### src/rtl/biu_timegen_pbank.sv
// SDRAM bus-interface timing generator: sequences PRECHARGE/ACTIVATE/READ/WRITE/WAIT
// phases on a programmable down-timer, tracks the open row per bank and schedules auto-refresh.
module biu_timegen_pbank #(
  parameter int TIMER_BITS = 8,
  parameter int NUM_BANKS  = 4,
  parameter int BANK_BITS  = 2,
  parameter int ROW_BITS   = 13,
  parameter int REF_BITS   = 12
) (
  input  logic                  Clk,
  input  logic                  Rst,
  input  logic                  En,
  input  logic                  CmdValid,
  output logic                  CmdReady,
  input  logic                  CmdWrite,
  input  logic [BANK_BITS-1:0]  CmdBank,
  input  logic [ROW_BITS-1:0]   CmdRow,
  input  logic [2:0]            CmdBurst,
  input  logic                  BurstStop,
  input  logic [TIMER_BITS-1:0] tpre,
  input  logic [TIMER_BITS-1:0] tcas,
  input  logic [3:0]            tlat,
  input  logic [TIMER_BITS-1:0] twait,
  input  logic [TIMER_BITS-1:0] trfc,
  input  logic [REF_BITS-1:0]   trefi,
  output logic [2:0]            StateOut,
  output logic [TIMER_BITS-1:0] TimerCountOut,
  output logic                  TimerLd,
  output logic                  RwState,
  output logic                  PageHit,
  output logic                  RefBusy,
  output logic                  Done
);

  localparam int DW = TIMER_BITS + 1;

  typedef enum logic [2:0] {
    S_IDLE  = 3'd0,
    S_PRE   = 3'd1,
    S_ACT   = 3'd2,
    S_READ  = 3'd3,
    S_WRITE = 3'd4,
    S_WAIT  = 3'd5,
    S_REF   = 3'd6
  } state_t;

  state_t                state;
  state_t                state_nx;
  logic [TIMER_BITS-1:0] timer_nx;
  logic                  ld_nx;
  logic                  done_nx;
  logic                  rw_nx;
  logic                  hit_nx;
  logic                  busy_nx;
  logic [NUM_BANKS-1:0]  bank_open;
  logic [NUM_BANKS-1:0]  open_nx;
  logic [ROW_BITS-1:0]   bank_row [NUM_BANKS];
  logic                  row_we;
  logic                  cmd_take;
  logic [BANK_BITS-1:0]  cmd_bank;
  logic [ROW_BITS-1:0]   cmd_row;
  logic [2:0]            cmd_burst;
  logic                  ref_pending;
  logic [REF_BITS-1:0]   ref_cnt;
  logic                  ref_set;
  logic                  ref_clr;
  logic                  burst_end;
  logic [TIMER_BITS-1:0] pre_load;
  logic [TIMER_BITS-1:0] act_load;
  logic [TIMER_BITS-1:0] ref_load;
  logic [TIMER_BITS-1:0] wait_load;
  logic [TIMER_BITS-1:0] new_rw_load;
  logic [TIMER_BITS-1:0] act_rw_load;
  logic [TIMER_BITS-1:0] timer_dec;

  function automatic logic [DW-1:0] beats_of(input logic [2:0] code);
    case (code)
      3'd7:    beats_of = DW'(255);
      default: beats_of = DW'(1) << code;
    endcase
  endfunction

  // Load value is duration-1, saturated to the timer range.
  function automatic logic [TIMER_BITS-1:0] load_of(input logic [DW-1:0] dur);
    logic [DW-1:0] dm1;
    dm1 = dur - DW'(1);
    if (dm1[TIMER_BITS]) begin
      load_of = '1;
    end else begin
      load_of = dm1[TIMER_BITS-1:0];
    end
  endfunction

  function automatic logic [TIMER_BITS-1:0] rw_load(input logic wr, input logic [2:0] code,
                                                    input logic [3:0] lat);
    if (wr) begin
      rw_load = load_of(beats_of(code));
    end else begin
      rw_load = load_of(DW'(lat) + beats_of(code));
    end
  endfunction

  assign pre_load    = load_of({1'b0, tpre} + DW'(1));
  assign act_load    = load_of({1'b0, tcas} + DW'(1));
  assign ref_load    = load_of({1'b0, trfc} + DW'(1));
  assign wait_load   = load_of({1'b0, twait});
  assign new_rw_load = rw_load(CmdWrite, CmdBurst, tlat);
  assign act_rw_load = rw_load(RwState, cmd_burst, tlat);
  assign timer_dec   = TimerCountOut - TIMER_BITS'(1);
  assign burst_end   = (TimerCountOut == '0) || BurstStop;
  assign ref_set     = (trefi != '0) && (ref_cnt == '0);

  assign CmdReady = En & (state == S_IDLE) & ~ref_pending & Rst;
  assign StateOut = state;

  // Next-phase selection, timer loading and open-row bookkeeping.
  always_comb begin
    state_nx = state;
    timer_nx = TimerCountOut;
    ld_nx    = 1'b0;
    done_nx  = 1'b0;
    rw_nx    = RwState;
    hit_nx   = PageHit;
    busy_nx  = RefBusy;
    open_nx  = bank_open;
    row_we   = 1'b0;
    cmd_take = 1'b0;
    ref_clr  = 1'b0;
    case (state)
      S_IDLE: begin
        timer_nx = '0;
        if (ref_pending) begin
          busy_nx = 1'b1;
          ld_nx   = 1'b1;
          if (|bank_open) begin
            state_nx = S_PRE;
            timer_nx = pre_load;
          end else begin
            state_nx = S_REF;
            timer_nx = ref_load;
            open_nx  = '0;
            ref_clr  = 1'b1;
          end
        end else if (CmdValid) begin
          cmd_take = 1'b1;
          rw_nx    = CmdWrite;
          ld_nx    = 1'b1;
          if (bank_open[CmdBank] && (bank_row[CmdBank] == CmdRow)) begin
            hit_nx   = 1'b1;
            state_nx = CmdWrite ? S_WRITE : S_READ;
            timer_nx = new_rw_load;
          end else if (bank_open[CmdBank]) begin
            hit_nx   = 1'b0;
            state_nx = S_PRE;
            timer_nx = pre_load;
          end else begin
            hit_nx   = 1'b0;
            state_nx = S_ACT;
            timer_nx = act_load;
          end
        end else begin
          state_nx = S_IDLE;
        end
      end
      S_PRE: begin
        if (TimerCountOut == '0) begin
          ld_nx = 1'b1;
          if (RefBusy) begin
            state_nx = S_REF;
            timer_nx = ref_load;
            open_nx  = '0;
            ref_clr  = 1'b1;
          end else begin
            open_nx[cmd_bank] = 1'b0;
            state_nx          = S_ACT;
            timer_nx          = act_load;
          end
        end else begin
          timer_nx = timer_dec;
        end
      end
      S_ACT: begin
        if (TimerCountOut == '0) begin
          open_nx[cmd_bank] = 1'b1;
          row_we            = 1'b1;
          ld_nx             = 1'b1;
          state_nx          = RwState ? S_WRITE : S_READ;
          timer_nx          = act_rw_load;
        end else begin
          timer_nx = timer_dec;
        end
      end
      S_READ, S_WRITE: begin
        if (burst_end) begin
          if (twait != '0) begin
            state_nx = S_WAIT;
            timer_nx = wait_load;
            ld_nx    = 1'b1;
          end else begin
            state_nx = S_IDLE;
            timer_nx = '0;
            done_nx  = 1'b1;
          end
        end else begin
          timer_nx = timer_dec;
        end
      end
      S_WAIT: begin
        if (TimerCountOut == '0) begin
          state_nx = S_IDLE;
          done_nx  = 1'b1;
        end else begin
          timer_nx = timer_dec;
        end
      end
      S_REF: begin
        if (TimerCountOut == '0) begin
          state_nx = S_IDLE;
          busy_nx  = 1'b0;
        end else begin
          timer_nx = timer_dec;
        end
      end
      default: begin
        state_nx = S_IDLE;
        timer_nx = '0;
        busy_nx  = 1'b0;
      end
    endcase
  end

  // Phase state, registered outputs, latched command and per-bank row table.
  always_ff @(posedge Clk) begin
    if (!Rst) begin
      state         <= S_IDLE;
      TimerCountOut <= '0;
      TimerLd       <= 1'b0;
      Done          <= 1'b0;
      RwState       <= 1'b0;
      PageHit       <= 1'b0;
      RefBusy       <= 1'b0;
      bank_open     <= '0;
      cmd_bank      <= '0;
      cmd_row       <= '0;
      cmd_burst     <= 3'd0;
      for (int i = 0; i < NUM_BANKS; i++) begin
        bank_row[i] <= '0;
      end
    end else if (En) begin
      state         <= state_nx;
      TimerCountOut <= timer_nx;
      TimerLd       <= ld_nx;
      Done          <= done_nx;
      RwState       <= rw_nx;
      PageHit       <= hit_nx;
      RefBusy       <= busy_nx;
      bank_open     <= open_nx;
      if (cmd_take) begin
        cmd_bank  <= CmdBank;
        cmd_row   <= CmdRow;
        cmd_burst <= CmdBurst;
      end
      if (row_we) begin
        bank_row[cmd_bank] <= cmd_row;
      end
    end
  end

  // Refresh interval counter; a new request wins over a same-cycle clear.
  always_ff @(posedge Clk) begin
    if (!Rst) begin
      ref_cnt     <= trefi;
      ref_pending <= 1'b0;
    end else if (En) begin
      if (trefi != '0) begin
        if (ref_cnt == '0) begin
          ref_cnt <= trefi;
        end else begin
          ref_cnt <= ref_cnt - REF_BITS'(1);
        end
      end
      if (ref_set) begin
        ref_pending <= 1'b1;
      end else if (ref_clr) begin
        ref_pending <= 1'b0;
      end
    end
  end

endmodule

### config.mk
export PLATFORM = sky130hd
export DESIGN_NAME = biu_timegen_pbank
export DESIGN_NICKNAME = d
export VERILOG_FILES = /design/src/rtl/biu_timegen_pbank.sv
export SDC_FILE = /design/constraint.sdc
export NUM_CORES = 1
export LEC_CHECK = 0
export BUFFER_PORTS_ARGS = -buffer_cell sky130_fd_sc_hd__buf_2
export CAP_MARGIN = 20
export CORE_AREA = 5 5 124 126
export DETAILED_ROUTE_END_ITERATION = 6
export DIE_AREA = 0 0 129 131
export PLACE_DENSITY = 0.75
export SLEW_MARGIN = 20
export SYNTH_ARGS = -nofsm -noshare
export SYNTH_HDL_FRONTEND = slang
export SYNTH_SLANG_ARGS = --single-unit
### constraint.sdc
create_clock -name Clk -period 3.59 [get_ports Clk]
set_input_delay 0 -clock Clk [delete_from_list [all_inputs] [get_ports Clk]]
set_output_delay 0 -clock Clk [all_outputs]
set_load 0.02 [all_outputs]
# Yosys cells after proc, flatten, opt, wreduce, memory -nomap -nowiden
# Memory sizes are Yosys's and may differ from the RTL's.
# Index checks and enable logic that the tools add are counted.
# op_classes
n_eq_ne,19
reduce_logical,25
n_shift,2
bitwise_logic,8
addsub,15
mux,87
magnitude_cmp,3
# ops
cell,n
$mux 8,21
$sub 9x1->9 const B,7
$mux 9,6
$mux 12,4
$pmux 8 s5,1
$mux 3,12
$add 8x1->9 const B,3
$mux 1,27
$mux 4,5
$add 4x9->9,2
$shl 1x3->9 const A,2
$eq 3x3->1 const B,5
$pmux 3 s5,1
$ne 2x2->1 const B,7
$eq 13x13->1,1
$mux 13,1
$reduce_or 13->1,1
$logic_not 12->1,1
$pmux 4 s3,1
$reduce_bool 12->1,1
$sub 12x1->12 const B,1
$sub 8x1->9 const B,1
$logic_not 8->1,1
$reduce_and 2->1,4
other kinds (28),43
# totals
wordCells,173
memories,1
ramBits,52
register_bits,51
output_inout_bits,17
in_bits,72
# mem_list
memory,depth,width,rd,rd_clocked_by_memory_dff,wr,line_no,rtl
bank_row,4,13,1,0,4,57,logic [ROW_BITS-1:0] bank_row [NUM_BANKS];

# Logic depth before layout (Yosys ltp)
# depth
depth_word,11
mapped_depth,15

# Least setup slack after synthesis
# OpenSTA, ideal clock, no wires.
# synth_timing
kind,reg2reg
from,register TimerCountOut[2]
to,"memory bank_row[0][0], enable pin"
t_arrival_ns,2.933
path_stages_with_launch,8
required_ns,3.186
path_slack_ns,0.253
path_cell_list,dfxtp_1 -> clkbuf_1 -> or4_1 -> or3_1 -> clkbuf_1 -> nor2_1 -> nand2_1 -> o31ai_1
# synth_rtl
element,line_no,rtl
from (decl),27,"output logic [TIMER_BITS-1:0] TimerCountOut,"
from (signal assigned),251,TimerCountOut <= timer_nx;
to (decl),57,

# Final worst setup path
# layout_timing
from,input CmdBurst[2]
to,register TimerCountOut[3]
# layout_between
elab_chain_len,11
elab_cells_between_ends,15
classes_between,3 x add/sub; 1 x eq/ne; 1 x shift; 10 x mux
# layout_rtl
element,line_no,rtl
from (decl),18,"input logic [2:0] CmdBurst,"
$eq 3x3->1 or $shl 1x3->9 (tied branches),"77, 79",
$mux 9 *,77,case (code)
$mux 9,96,if (wr) begin
$add 4x9->9,99,rw_load = load_of(DW'(lat) + beats_of(code));
$sub 9x1->9,86,dm1 = dur - DW'(1);
$mux 8,87,if (dm1[TIMER_BITS]) begin
$mux 8 *,96,
$mux 8 *,148,if (bank_open[CmdBank] && (bank_row[CmdBank] == CmdRow)) begin
$mux 8 *,144,end else if (CmdValid) begin
$mux 8 *,132,if (ref_pending) begin
$pmux 8 s5 *,129,case (state)
# Mark *: on every way between the ends. The rest lies on a longest branch, timed or not. The select of a mux whose other input is x is not followed.
# A chain may end at the register's enable or synchronous reset.

==> results.ini <==
[clocking]
clk_pin_slew_ns=0.08
htree_num_levels=3
cts_buffer_depth=2
ctsResizeCount=0
cts-root-buf=clkbuf_16
clk_latency_ns=0.36
cts_sinks=103
cts_tree=done
numCtsBuffers=9

[synth]
synth_common_cells=103 x nand2_1, 64 x edfxtp_1, 60 x nor2_1
syn_inst=884
synthDistinctLibCells=75
synthXorXnorAreaFrac_pct=5.06
synth_ff_type=edfxtp_1
synth-compound-area-share_pct=19.7
yosysMostFrequentCell=nand2_1
ys_ff_latch=103
async_flop_share_pct=0
synthesis.area_um2=7620
yosys.area_share.simple_pct=22.4
synthMuxAreaShare_pct=8.36
synth_top_area_cell=edfxtp_1
synth_edf_count=64
ys.warnings.count=0
yosysSeqAreaShare_pct=35.5
synth_top_family_by_area=simple AND/OR/NAND/NOR gates
avgSynthCellArea_um2=8.62
synth_nets=981
synth.area.top_cells=edfxtp_1 25%, dfxtp_1 10%, nand2_1 5.1%
synthAdderAreaFrac_pct=4.30
yosys.area.top_type_share_pct=25.2

[sta]
rsz0062_at_grt=false
fin_worst_skew_ns=0.0116
maxSlewHeadroom_pct=28.9
fmax_ghz=0.315
slew_violations=0
finalSetupTns_ns=0
worstMarginPinSlew_ns=1.06
setup_violations=0
fin_crit_ns=3.17
finalHoldViolCount=0
finalCritPeriodShare_pct=88.3

[power]
ir_drop_v=0.000281
p_leak_nw=3.46
cellPowerDensity_nw_per_um2=506

[setup_path]
crit_fanout=13
cp.arrival_ns=3.40
end_kind=flip-flop
worstSetupStartpointType=primary input
path_class=in -> reg
cp.required_ns=3.82

[routing]
drtIter0Drc=782
wl_um=22800
viasPerCell=6.18
vias=7242
dr.pass1.iters=5
remaining_drc_errors=0
final_antenna_net_count=0
wire_per_inst_um=19.5

[floorplanning]
chipWidth_um=129
ios=89
start_util_pct=53.7
fp.dieH_um=131
placementRows=44
dieArea_um2=16900
core_um2=14200

[global_routing]
grt_pass1_vias=6759
met3_usage_pct=7.36
antenna_found_initial=0
use_met2_pct=43.4
global_route.peak_usage_layer=met2
grt_max_degree=31
met1_usage_pct=37.5
track_usage_pct=27.4
grt_pass1_wl_um=36100
overflow=0

[final_layout]
final_layout_size_suffix_gt1_share_pct=16.0
nNetsFinal=1080
instances_no_fill=1172
area_growth_syn_to_layout_pct=15.6
n_antenna_cell=0

[place]
port_buffers=88
hpwl_um=16300
dp_cells=1130
gp_congestion=0.973

[job]
cap_viol_max_count=0

[status]
outcome=completed

[hold_path]
hold_class=in -> reg

layout make-up:
cell class / instances / area, µm²
Fill cell: 1230 / 5390
Multi-Input combinational cell: 695 / 4560
Sequential cell: 103 / 2700
Timing Repair Buffer: 138 / 881
Tap cell: 184 / 230
Clock buffer: 9 / 225
Inverter: 36 / 135
Clock inverter: 7 / 73.8
state kept, by name, indices dropped and copies added (netlist names):
| signal | flops |
|---|---|
| cmd_row | 13 |
| StateOut | 3 |
| Done | 1 |
| TimerCountOut | 8 |
| RefBusy | 1 |
| bank_row | 52 |
| cmd_burst | 3 |
| ref_cnt | 12 |
| TimerLd | 1 |
| cmd_bank | 2 |
| RwState | 1 |
| bank_open | 4 |
| ref_pending | 1 |
| PageHit | 1 |
layer usage:
metal	routed length (µm)	vias up
met5	0	-
met4	430	0
met3	2010	45
met2	10500	329
met1	9840	3449
li1	-	3419
critical path, cell delays in order:
cell and delay, ns:
dlygate4sd3_1 0.53, buf_2 0.19, and2_1 0.18, o21ai_0 0.26, xor2_1 0.24, ha_1 0.28
a211o_1 0.34, a211oi_1 0.22, o21bai_1 0.11, mux2_2 0.33, o311ai_0 0.41, mux2_1 0.21
a31oi_1 0.09
cells in the final DEF, fill, tap and decap left out, drive strengths merged, types with 13 or more instances in the layout:
| master | Yosys | layout |
|---|---|---|
| and2 | 45 | 45 |
| nand2 | 103 | 103 |
| a31oi | 14 | 14 |
| dfxtp | 39 | 39 |
| a211oi | 14 | 14 |
| nand3 | 15 | 15 |
| o22ai | 13 | 13 |
| xor2 | 16 | 16 |
| nor3 | 27 | 27 |
| dlygate4sd3 | 0 | 26 |
| nor2 | 60 | 60 |
| a21oi | 58 | 58 |
| xnor2 | 28 | 28 |
| nand2b | 22 | 22 |
| ha | 23 | 23 |
| o21ai | 62 | 62 |
| mux2 | 17 | 17 |
| inv | 35 | 39 |
| and3 | 16 | 16 |
| buf | 8 | 112 |
| mux2i | 28 | 28 |
| edfxtp | 64 | 64 |
through the flow:
| step | util (%) | power, W | setup WS [ns] | instance area, µm² | hold slack (ns) |
|---|---|---|---|---|---|
| 3_3_place_gp | 58.1 | 0.00340 | 0.649 | 8250 | 0.262 |
| 5_1_grt | 62.0 | 0.00468 | 0.132 | 8810 | 0.0296 |
| 2_1_floorplan | - | 0.00277 | 0.253 | 7620 | 0.136 |
| 6_report | 62.0 | 0.00446 | 0.419 | 8810 | 0.0142 |
| 3_5_place_dp | 58.1 | 0.00340 | 0.536 | 8250 | 0.276 |
| 4_1_cts | 62.0 | 0.00442 | 0.462 | 8810 | 0.00628 |
logic make-up after synthesis:
group,Yosys count
AO/OA/AOI/OAI,235
XOR/XNOR,44
adder cells (fa/ha/maj),25
buffers and inverters,86
flip-flops,103
multiplexers,52
AND/OR/NAND/NOR,339
power by group:
group	leakage [nW]	switching (W)	internal (W)
clock	0.147	0.000498	0.000495
combinational	2.33	0.00124	0.000738
sequential	0.980	0.000123	0.00137
repair_timing:
action,CTS,global route
setup buffers,0,0
endpoints found under the hold margin,26,0
hold buffers,26,0
setup endpoints to repair,0,0
worst paths after layout:
check	from	to	slack (ns)	cells past startpoint
worst max-delay path	CmdBurst[2]	TimerCountOut[3]	0.42	13
worst min-delay path	CmdBurst[0]	cmd_burst[0]	0.01	3
worst max register to register	cmd_burst[2]	TimerCountOut[7]	0.47	13
worst min register to register	PageHit	PageHit	0.48	2
(Power assumes the default switching activity.)
